--- src/rtl/herc_ctrl_if.sv ---
// ISA-side bus bundle for the Hercules-compatible display controller.
// The card is the slave: it samples address/data/strobes and drives read data.
interface herc_ctrl_if;
  logic [19:0] bus_a;
  logic [7:0]  bus_d;
  logic        bus_ior_l;
  logic        bus_iow_l;
  logic        bus_memr_l;
  logic        bus_memw_l;
  logic        bus_aen;
  logic [7:0]  bus_out;
  logic        bus_dir;

  modport master (
    output bus_a, bus_d, bus_ior_l, bus_iow_l, bus_memr_l, bus_memw_l, bus_aen,
    input  bus_out, bus_dir
  );

  modport slave (
    input  bus_a, bus_d, bus_ior_l, bus_iow_l, bus_memr_l, bus_memw_l, bus_aen,
    output bus_out, bus_dir
  );
endinterface

--- src/rtl/herc_ctrl.sv ---
// Hercules/MDA-compatible control block: I/O and memory decode, mode and
// config registers, synchronised write strobes, status readback and the
// frame-based cursor/character blink generators.
module herc_ctrl #(
  parameter logic [11:0] IO_BASE       = 12'h3B0,
  parameter int          HGC_EN        = 1,
  parameter int          CURSOR_FRAMES = 16,
  parameter int          CHAR_FRAMES   = 32,
  parameter logic [7:0]  CTRL_INIT     = 8'h28
) (
  input  logic        clk,
  input  logic        reset,
  herc_ctrl_if.slave  bus,
  input  logic [7:0]  crtc_dout,
  input  logic [7:0]  vram_dout,
  input  logic        vsync_in,
  input  logic        hsync_in,
  input  logic        video_in,
  output logic        crtc_cs,
  output logic        vram_cs,
  output logic [15:0] vram_addr,
  output logic        io_wr,
  output logic        mem_wr,
  output logic        graphics,
  output logic        disp_page,
  output logic        video_enabled,
  output logic        blink_enabled,
  output logic        cursor_blink,
  output logic        char_blink,
  output logic        hsync_out
);

  localparam bit          HGC_ON    = (HGC_EN != 0);
  localparam logic [19:0] BASE      = {8'h00, IO_BASE};
  localparam logic [19:0] MODE_ADDR = BASE + 20'h8;
  localparam logic [19:0] STAT_ADDR = BASE + 20'hA;
  localparam logic [19:0] CFG_ADDR  = BASE + 20'hF;
  localparam int          CUR_W     = $clog2(CURSOR_FRAMES);
  localparam int          CHR_W     = $clog2(CHAR_FRAMES);
  localparam logic [CUR_W-1:0] CUR_LAST = CUR_W'(CURSOR_FRAMES - 1);
  localparam logic [CUR_W-1:0] CUR_HALF = CUR_W'(CURSOR_FRAMES / 2);
  localparam logic [CHR_W-1:0] CHR_LAST = CHR_W'(CHAR_FRAMES - 1);
  localparam logic [CHR_W-1:0] CHR_HALF = CHR_W'(CHAR_FRAMES / 2);

  logic [7:0]       mode_reg;
  logic [1:0]       cfg_reg;
  logic [2:0]       iow_sync_reg, memw_sync_reg, vsync_sync_reg;
  logic [1:0]       ior_sync_reg, memr_sync_reg;
  logic [1:0]       settle_reg;
  logic             iow_armed_reg, memw_armed_reg;
  logic             io_wr_reg, mem_wr_reg;
  logic [CUR_W-1:0] cur_cnt_reg, cur_cnt_next;
  logic [CHR_W-1:0] chr_cnt_reg, chr_cnt_next;
  logic             cursor_blink_reg, char_blink_reg;
  logic             status_cs, mode_cs, cfg_cs;
  logic             iow_fall, memw_fall, vsync_rise;
  logic [7:0]       status_byte;

  // Address decode; I/O only when the DMA controller does not own the bus.
  assign crtc_cs   = ~bus.bus_aen & (bus.bus_a[19:3] == BASE[19:3]);
  assign mode_cs   = ~bus.bus_aen & (bus.bus_a == MODE_ADDR);
  assign status_cs = ~bus.bus_aen & (bus.bus_a == STAT_ADDR);
  assign cfg_cs    = HGC_ON & ~bus.bus_aen & (bus.bus_a == CFG_ADDR);
  assign vram_cs   = (bus.bus_a[19:16] == 4'hB) & (~bus.bus_a[15] | cfg_reg[1]);
  assign vram_addr = {bus.bus_a[15] & cfg_reg[1], bus.bus_a[14:0]};

  // A strobe is armed only after a bus-derived idle level has been seen, so a
  // strobe already low when reset releases never produces a write. A cycle
  // with both read and write strobes low is not a valid cycle and is ignored.
  assign iow_fall   = iow_armed_reg & iow_sync_reg[2] & ~iow_sync_reg[1] & ior_sync_reg[1];
  assign memw_fall  = memw_armed_reg & memw_sync_reg[2] & ~memw_sync_reg[1] & memr_sync_reg[1];
  assign vsync_rise = vsync_sync_reg[1] & ~vsync_sync_reg[2];

  // Strobe/vsync synchronisers and registered single-cycle write pulses.
  always_ff @(posedge clk) begin
    if (reset) begin
      iow_sync_reg   <= 3'b111;
      memw_sync_reg  <= 3'b111;
      ior_sync_reg   <= 2'b11;
      memr_sync_reg  <= 2'b11;
      vsync_sync_reg <= 3'b000;
      settle_reg     <= 2'b00;
      iow_armed_reg  <= 1'b0;
      memw_armed_reg <= 1'b0;
      io_wr_reg      <= 1'b0;
      mem_wr_reg     <= 1'b0;
    end else begin
      iow_sync_reg   <= {iow_sync_reg[1:0], bus.bus_iow_l};
      memw_sync_reg  <= {memw_sync_reg[1:0], bus.bus_memw_l};
      ior_sync_reg   <= {ior_sync_reg[0], bus.bus_ior_l};
      memr_sync_reg  <= {memr_sync_reg[0], bus.bus_memr_l};
      vsync_sync_reg <= {vsync_sync_reg[1:0], vsync_in};
      settle_reg     <= {settle_reg[0], 1'b1};
      iow_armed_reg  <= iow_armed_reg | (settle_reg[1] & iow_sync_reg[1]);
      memw_armed_reg <= memw_armed_reg | (settle_reg[1] & memw_sync_reg[1]);
      io_wr_reg      <= iow_fall;
      mem_wr_reg     <= memw_fall;
    end
  end

  assign io_wr  = io_wr_reg;
  assign mem_wr = mem_wr_reg;

  // Mode and config registers load only in the write-pulse cycle.
  always_ff @(posedge clk) begin
    if (reset) begin
      mode_reg <= CTRL_INIT;
      cfg_reg  <= 2'b00;
    end else if (io_wr_reg) begin
      if (mode_cs) mode_reg <= bus.bus_d;
      if (cfg_cs)  cfg_reg  <= bus.bus_d[1:0];
    end
  end

  assign graphics      = mode_reg[1] & cfg_reg[0];
  assign disp_page     = mode_reg[7] & cfg_reg[1];
  assign video_enabled = mode_reg[3];
  assign blink_enabled = mode_reg[5];
  assign hsync_out     = hsync_in & video_enabled;

  // Next value of each blink counter, wrapping at its period.
  always_comb begin
    cur_cnt_next = (cur_cnt_reg == CUR_LAST) ? '0 : cur_cnt_reg + CUR_W'(1);
    chr_cnt_next = (chr_cnt_reg == CHR_LAST) ? '0 : chr_cnt_reg + CHR_W'(1);
  end

  // Frame counters advance on each vsync rising edge, independent of writes.
  always_ff @(posedge clk) begin
    if (reset) begin
      cur_cnt_reg      <= '0;
      chr_cnt_reg      <= '0;
      cursor_blink_reg <= 1'b0;
      char_blink_reg   <= 1'b0;
    end else if (vsync_rise) begin
      cur_cnt_reg <= cur_cnt_next;
      chr_cnt_reg <= chr_cnt_next;
      if ((cur_cnt_next == CUR_HALF) || (cur_cnt_next == '0))
        cursor_blink_reg <= ~cursor_blink_reg;
      if ((chr_cnt_next == CHR_HALF) || (chr_cnt_next == '0))
        char_blink_reg <= ~char_blink_reg;
    end
  end

  assign cursor_blink = cursor_blink_reg;
  assign char_blink   = char_blink_reg;

  assign status_byte = {~vsync_sync_reg[1], 3'b111, video_in, 2'b00, hsync_in};

  // Read data mux: memory read wins, then status, CRTC data, config readback.
  always_comb begin
    bus.bus_out = 8'h00;
    if (vram_cs & ~bus.bus_memr_l)    bus.bus_out = vram_dout;
    else if (status_cs)               bus.bus_out = status_byte;
    else if (crtc_cs & bus.bus_a[0])  bus.bus_out = crtc_dout;
    else if (cfg_cs)                  bus.bus_out = {6'b000000, cfg_reg};
  end

  assign bus.bus_dir = ((crtc_cs | status_cs | cfg_cs) & ~bus.bus_ior_l)
                     | (vram_cs & ~bus.bus_memr_l);

endmodule

--- src/flat_wrapper.sv ---
// flat-port wrapper written by rule: the top's interface ports become plain ports
module herc_ctrl_flat 
#(
  parameter logic [11:0] IO_BASE       = 12'h3B0,
  parameter int          HGC_EN        = 1,
  parameter int          CURSOR_FRAMES = 16,
  parameter int          CHAR_FRAMES   = 32,
  parameter logic [7:0]  CTRL_INIT     = 8'h28
)
  (clk, reset, crtc_dout, vram_dout, vsync_in, hsync_in, video_in, crtc_cs, vram_cs, vram_addr, io_wr, mem_wr, graphics, disp_page, video_enabled, blink_enabled, cursor_blink, char_blink, hsync_out, bus_bus_a, bus_bus_d, bus_bus_ior_l, bus_bus_iow_l, bus_bus_memr_l, bus_bus_memw_l, bus_bus_aen, bus_bus_out, bus_bus_dir);
  herc_ctrl_if bus_i ();
  input  logic clk;
  input  logic reset;
  input  logic [7:0] crtc_dout;
  input  logic [7:0] vram_dout;
  input  logic vsync_in;
  input  logic hsync_in;
  input  logic video_in;
  output logic crtc_cs;
  output logic vram_cs;
  output logic [15:0] vram_addr;
  output logic io_wr;
  output logic mem_wr;
  output logic graphics;
  output logic disp_page;
  output logic video_enabled;
  output logic blink_enabled;
  output logic cursor_blink;
  output logic char_blink;
  output logic hsync_out;
  input wire logic [$bits(bus_i.bus_a)-1:0] bus_bus_a;
  input wire logic [$bits(bus_i.bus_d)-1:0] bus_bus_d;
  input wire logic [$bits(bus_i.bus_ior_l)-1:0] bus_bus_ior_l;
  input wire logic [$bits(bus_i.bus_iow_l)-1:0] bus_bus_iow_l;
  input wire logic [$bits(bus_i.bus_memr_l)-1:0] bus_bus_memr_l;
  input wire logic [$bits(bus_i.bus_memw_l)-1:0] bus_bus_memw_l;
  input wire logic [$bits(bus_i.bus_aen)-1:0] bus_bus_aen;
  output wire logic [$bits(bus_i.bus_out)-1:0] bus_bus_out;
  output wire logic [$bits(bus_i.bus_dir)-1:0] bus_bus_dir;
  assign bus_i.bus_a = bus_bus_a;
  assign bus_i.bus_d = bus_bus_d;
  assign bus_i.bus_ior_l = bus_bus_ior_l;
  assign bus_i.bus_iow_l = bus_bus_iow_l;
  assign bus_i.bus_memr_l = bus_bus_memr_l;
  assign bus_i.bus_memw_l = bus_bus_memw_l;
  assign bus_i.bus_aen = bus_bus_aen;
  assign bus_bus_out = bus_i.bus_out;
  assign bus_bus_dir = bus_i.bus_dir;
  herc_ctrl #(.IO_BASE(IO_BASE), .HGC_EN(HGC_EN), .CURSOR_FRAMES(CURSOR_FRAMES), .CHAR_FRAMES(CHAR_FRAMES), .CTRL_INIT(CTRL_INIT)) u_core (.clk(clk), .reset(reset), .bus(bus_i), .crtc_dout(crtc_dout), .vram_dout(vram_dout), .vsync_in(vsync_in), .hsync_in(hsync_in), .video_in(video_in), .crtc_cs(crtc_cs), .vram_cs(vram_cs), .vram_addr(vram_addr), .io_wr(io_wr), .mem_wr(mem_wr), .graphics(graphics), .disp_page(disp_page), .video_enabled(video_enabled), .blink_enabled(blink_enabled), .cursor_blink(cursor_blink), .char_blink(char_blink), .hsync_out(hsync_out));
endmodule
--- config.mk ---
export PLATFORM = sky130hd
export DESIGN_NAME = herc_ctrl_flat
export DESIGN_NICKNAME = d
export VERILOG_FILES = /design/src/rtl/herc_ctrl_if.sv /design/src/rtl/herc_ctrl.sv /design/src/flat_wrapper.sv
export SDC_FILE = /design/constraint.sdc
export NUM_CORES = 1
export LEC_CHECK = 0
export BUFFER_PORTS_ARGS = -buffer_cell sky130_fd_sc_hd__buf_2
export CAP_MARGIN = 20
export CORE_ASPECT_RATIO = 2
export CORE_MARGIN = 4
export CORE_UTILIZATION = 30
export CTS_CLUSTER_DIAMETER = 50
export DETAILED_ROUTE_END_ITERATION = 10
export HOLD_SLACK_MARGIN = 0.03
export PLACE_DENSITY = 0.62
export SLEW_MARGIN = 20
export SYNTH_ARGS = -nofsm -noshare
export SYNTH_HDL_FRONTEND = slang
export SYNTH_SLANG_ARGS = --single-unit
--- constraint.sdc ---
create_clock -name clk -period 2 [get_ports clk]
set_input_delay 0 -clock clk [delete_from_list [all_inputs] [get_ports clk]]
set_output_delay 0 -clock clk [all_outputs]
set_load 0.01 [all_outputs]
==> summary.md <==
| Metric | Value |
|---|---|
| Slew HR | `63.9%` |
| Post-synth EDFFs | `0` |
| Final min period | `approximately 1.8 ns` |
| Post-cts resize count | `0` |
| Slew at the pin closest to its max-slew limit | `~0.54 ns` |
| Layout cells sized above 1 | `39.9%` |
| WP data arrival | `around 2.0 ns` |
| Floorplan core area | `roughly 5800 sq um` |
| Fmax | `approximately 0.54 GHz` |
| Yosys cell types | `between 40 and 50` |
| Max VDD drop | `about 530 uV` |
| PwrDens | `around 700 nW/um^2` |
| Asr flop ratio synth | `0%` |
| Warnings from Yosys | `0` |
| Pleak | `1.10 nW` |
| Sequential area share after synthesis | `between 40% and 50%` |
| Endpoints failing hold | `0` |
| Skew-Pair Late Insertion Delay | `0.28 ns` |
| RSZ-0062 raised after global routing | `false` |
| Row count | `39` |
| Post-route clock period utilization | `between 90% and 100%` |
| Synth top area share | `between 40% and 50%` |
| Syn_nets | `between 200 and 300` |
| Slew Limit Fails | `0` |
| Nets | `344` |
| Antenna violations before repair | `0` |
| Pin count of the biggest net entering global routing | `34` |
| Clock sinks | `36` |
| Post-synth top cells | `dfxtp_1 (36), a21oi_1 (16), buf_4 (15)` |
| Hold-fix buffer count after cts | `10` |
| Global-route wire length before repair | `about 8100 um` |
| Final core utilization | `a little over two fifths` |
| Vias in the first global route | `~1,800` |
| Synthesized area | `between 1500 and 2000 sq um` |
| Vias per Instance | `approximately 5` |
| TritonRoute pass-1 iters | `4` |
| Per-cell routed wire length | `13.9 um` |
| Global placer's final weighted congestion | `0.806` |
| Worst EP required | `2.17 ns` |
| Setup Viol. Count Final | `0` |
| Top Ports | `90` |
| Die X | `~63 um` |
| IO Port Bufs | `86` |
| Min-Delay Path Class | `input port to flip-flop` |
| Fill cell count | `between 600 and 700` |
| Synth Instances | `205` |
| CTS tree | `yes` |
| Final setup TNS | `0 ns` |
| Synth Flop Type | `dfxtp_1` |
| Starting Density | `between 30% and 40%` |
| Die ar. | `between 7000 and 8000 sq um` |
| H-Tree Depth | `2` |
| Critical path class | `flip-flop to flip-flop` |
| Antenna cells | `0` |
| Most common cell in the netlist | `dfxtp_1` |
| Max FFs per register | `5` |
| Post-CTS Setup Repair Bufs | `0` |
| Most area-hungry cell type in the Yosys netlist | `dfxtp_1` |
| Leading post-synthesis cells by cell area | `dfxtp_1 (40%), buf_4 (6.3%), a21oi_1 (4.4%)` |
| CTS buffer count | `5` |
| Clock transition at path regs | `approximately 0.06 ns` |
| Crit end category | `flip-flop` |
| Die Span Y | `about 120 um` |
| DR DRC count | `0` |
| Vias post-DR | `~1,800` |
| Sequential cell area | `approximately 720 sq um` |
| Dpl hpwl | `roughly 3900 um` |
| Multi-input gate area | `between 900 and 1000 sq um` |
| #FFs+latches synth | `36` |
| Max-Cap Viols | `0` |
| CP Max Fanout | `7` |
| Average cell area after synthesis | `between 8 and 9 sq um` |
| Antenna Nets Post-Route | `0` |
| Detailed Route WL | `between 4000 and 5000 um` |
| Skew final | `0.00297 ns` |
| Global route overflow | `0` |
| Status | `finished, final reports clean` |
| Max clock buf depth | `2` |
| Gr usage total | `13.5%` |
| Startpoint Class | `flip-flop` |
| CTS root buffer | `clkbuf_16` |
| DRT iter0 DRCs | `26` |
| Area grow syn2layout | `33.6%` |
==> per-layer routing <==
layer  up-vias  part of all wire, %  GRT usage [%]
met4         0                  3.9           7.61
met3        12                  6.1           2.77
met5         -                    0              0
met1       791                   35           13.1
li1        883                    -              -
met2        67                   55           25.6
==> area by class of cell <==
class,count,area share (%)
flip-flops and latches,36,30.0
clock inverters,3,0.780
inverters,4,0.624
repair buffers,97,22.4
clock buffers,5,5.20
multi-input cells,143,37.9
well taps,61,3.17
==> metrics by stage <==
| stage | std cells | setup WS, ns | hold slack, ns | power (mW) | cell area, sq um |
|---|---|---|---|---|---|
| after floorplan | 205 | 0.275 | 0.0544 | 0.843 | 1800 |
| after global placement | 331 | 0.207 | 0.184 | 0.910 | 2160 |
| after detailed placement | 331 | 0.179 | 0.189 | 0.914 | 2160 |
| after CTS | 349 | 0.159 | 0.186 | 1.68 | 2400 |
| after global routing | 349 | 0.0535 | 0.215 | 1.73 | 2400 |
| final | 349 | 0.158 | 0.188 | 1.65 | 2400 |
==> power by group <==
part	internal, mW	leakage, nW	switching, mW
logic	0.0865	0.730	0.0799
registers	0.737	0.294	0.00895
clock network	0.458	0.0736	0.285
==> worst paths after layout <==
kind / slack (ns) / start / cells after the start / to
max: 0.16 / u_core.chr_cnt_reg[0] / 6 / u_core.char_blink
min: 0.19 / reset / 2 / u_core.chr_cnt_reg[0]
max reg2reg: 0.16 / u_core.chr_cnt_reg[0] / 6 / u_core.char_blink
min reg2reg: 0.40 / u_core.memw_sync_reg[0] / 1 / u_core.memw_sync_reg[1]
==> worst max-delay path: stages (launching register included) <==
cell and delay, ns:
dfxtp_1 0.34, ha_1 0.25, and3_1 0.19, ha_1 0.26, a31o_2 0.24, o211ai_1 0.10, mux2_2 0.35
==> kinds of logic after synthesis <==
family,count (synthesis),synth area share [%]
compound gates,39,13.6
simple gates,95,31.8
mux,1,0.625
flops,36,40.0
fa+ha+maj,3,2.09
buf+inv,26,9.38
xor+xnor,5,2.43
==> cells in the final DEF, fill, tap and decap left out, types with 7 or more instances in the layout <==
cell	count
or2_2	10
buf_2	86
dfxtp_1	36
nor2_1	12
o21ai_0	7
nand2_1	12
a21oi_1	16
nor3_1	8
dlygate4sd3_1	10
nand4_1	8
and2_1	8
nor2b_1	7
nand3_1	8
Note: power is estimated with default switching activity, not from simulation.
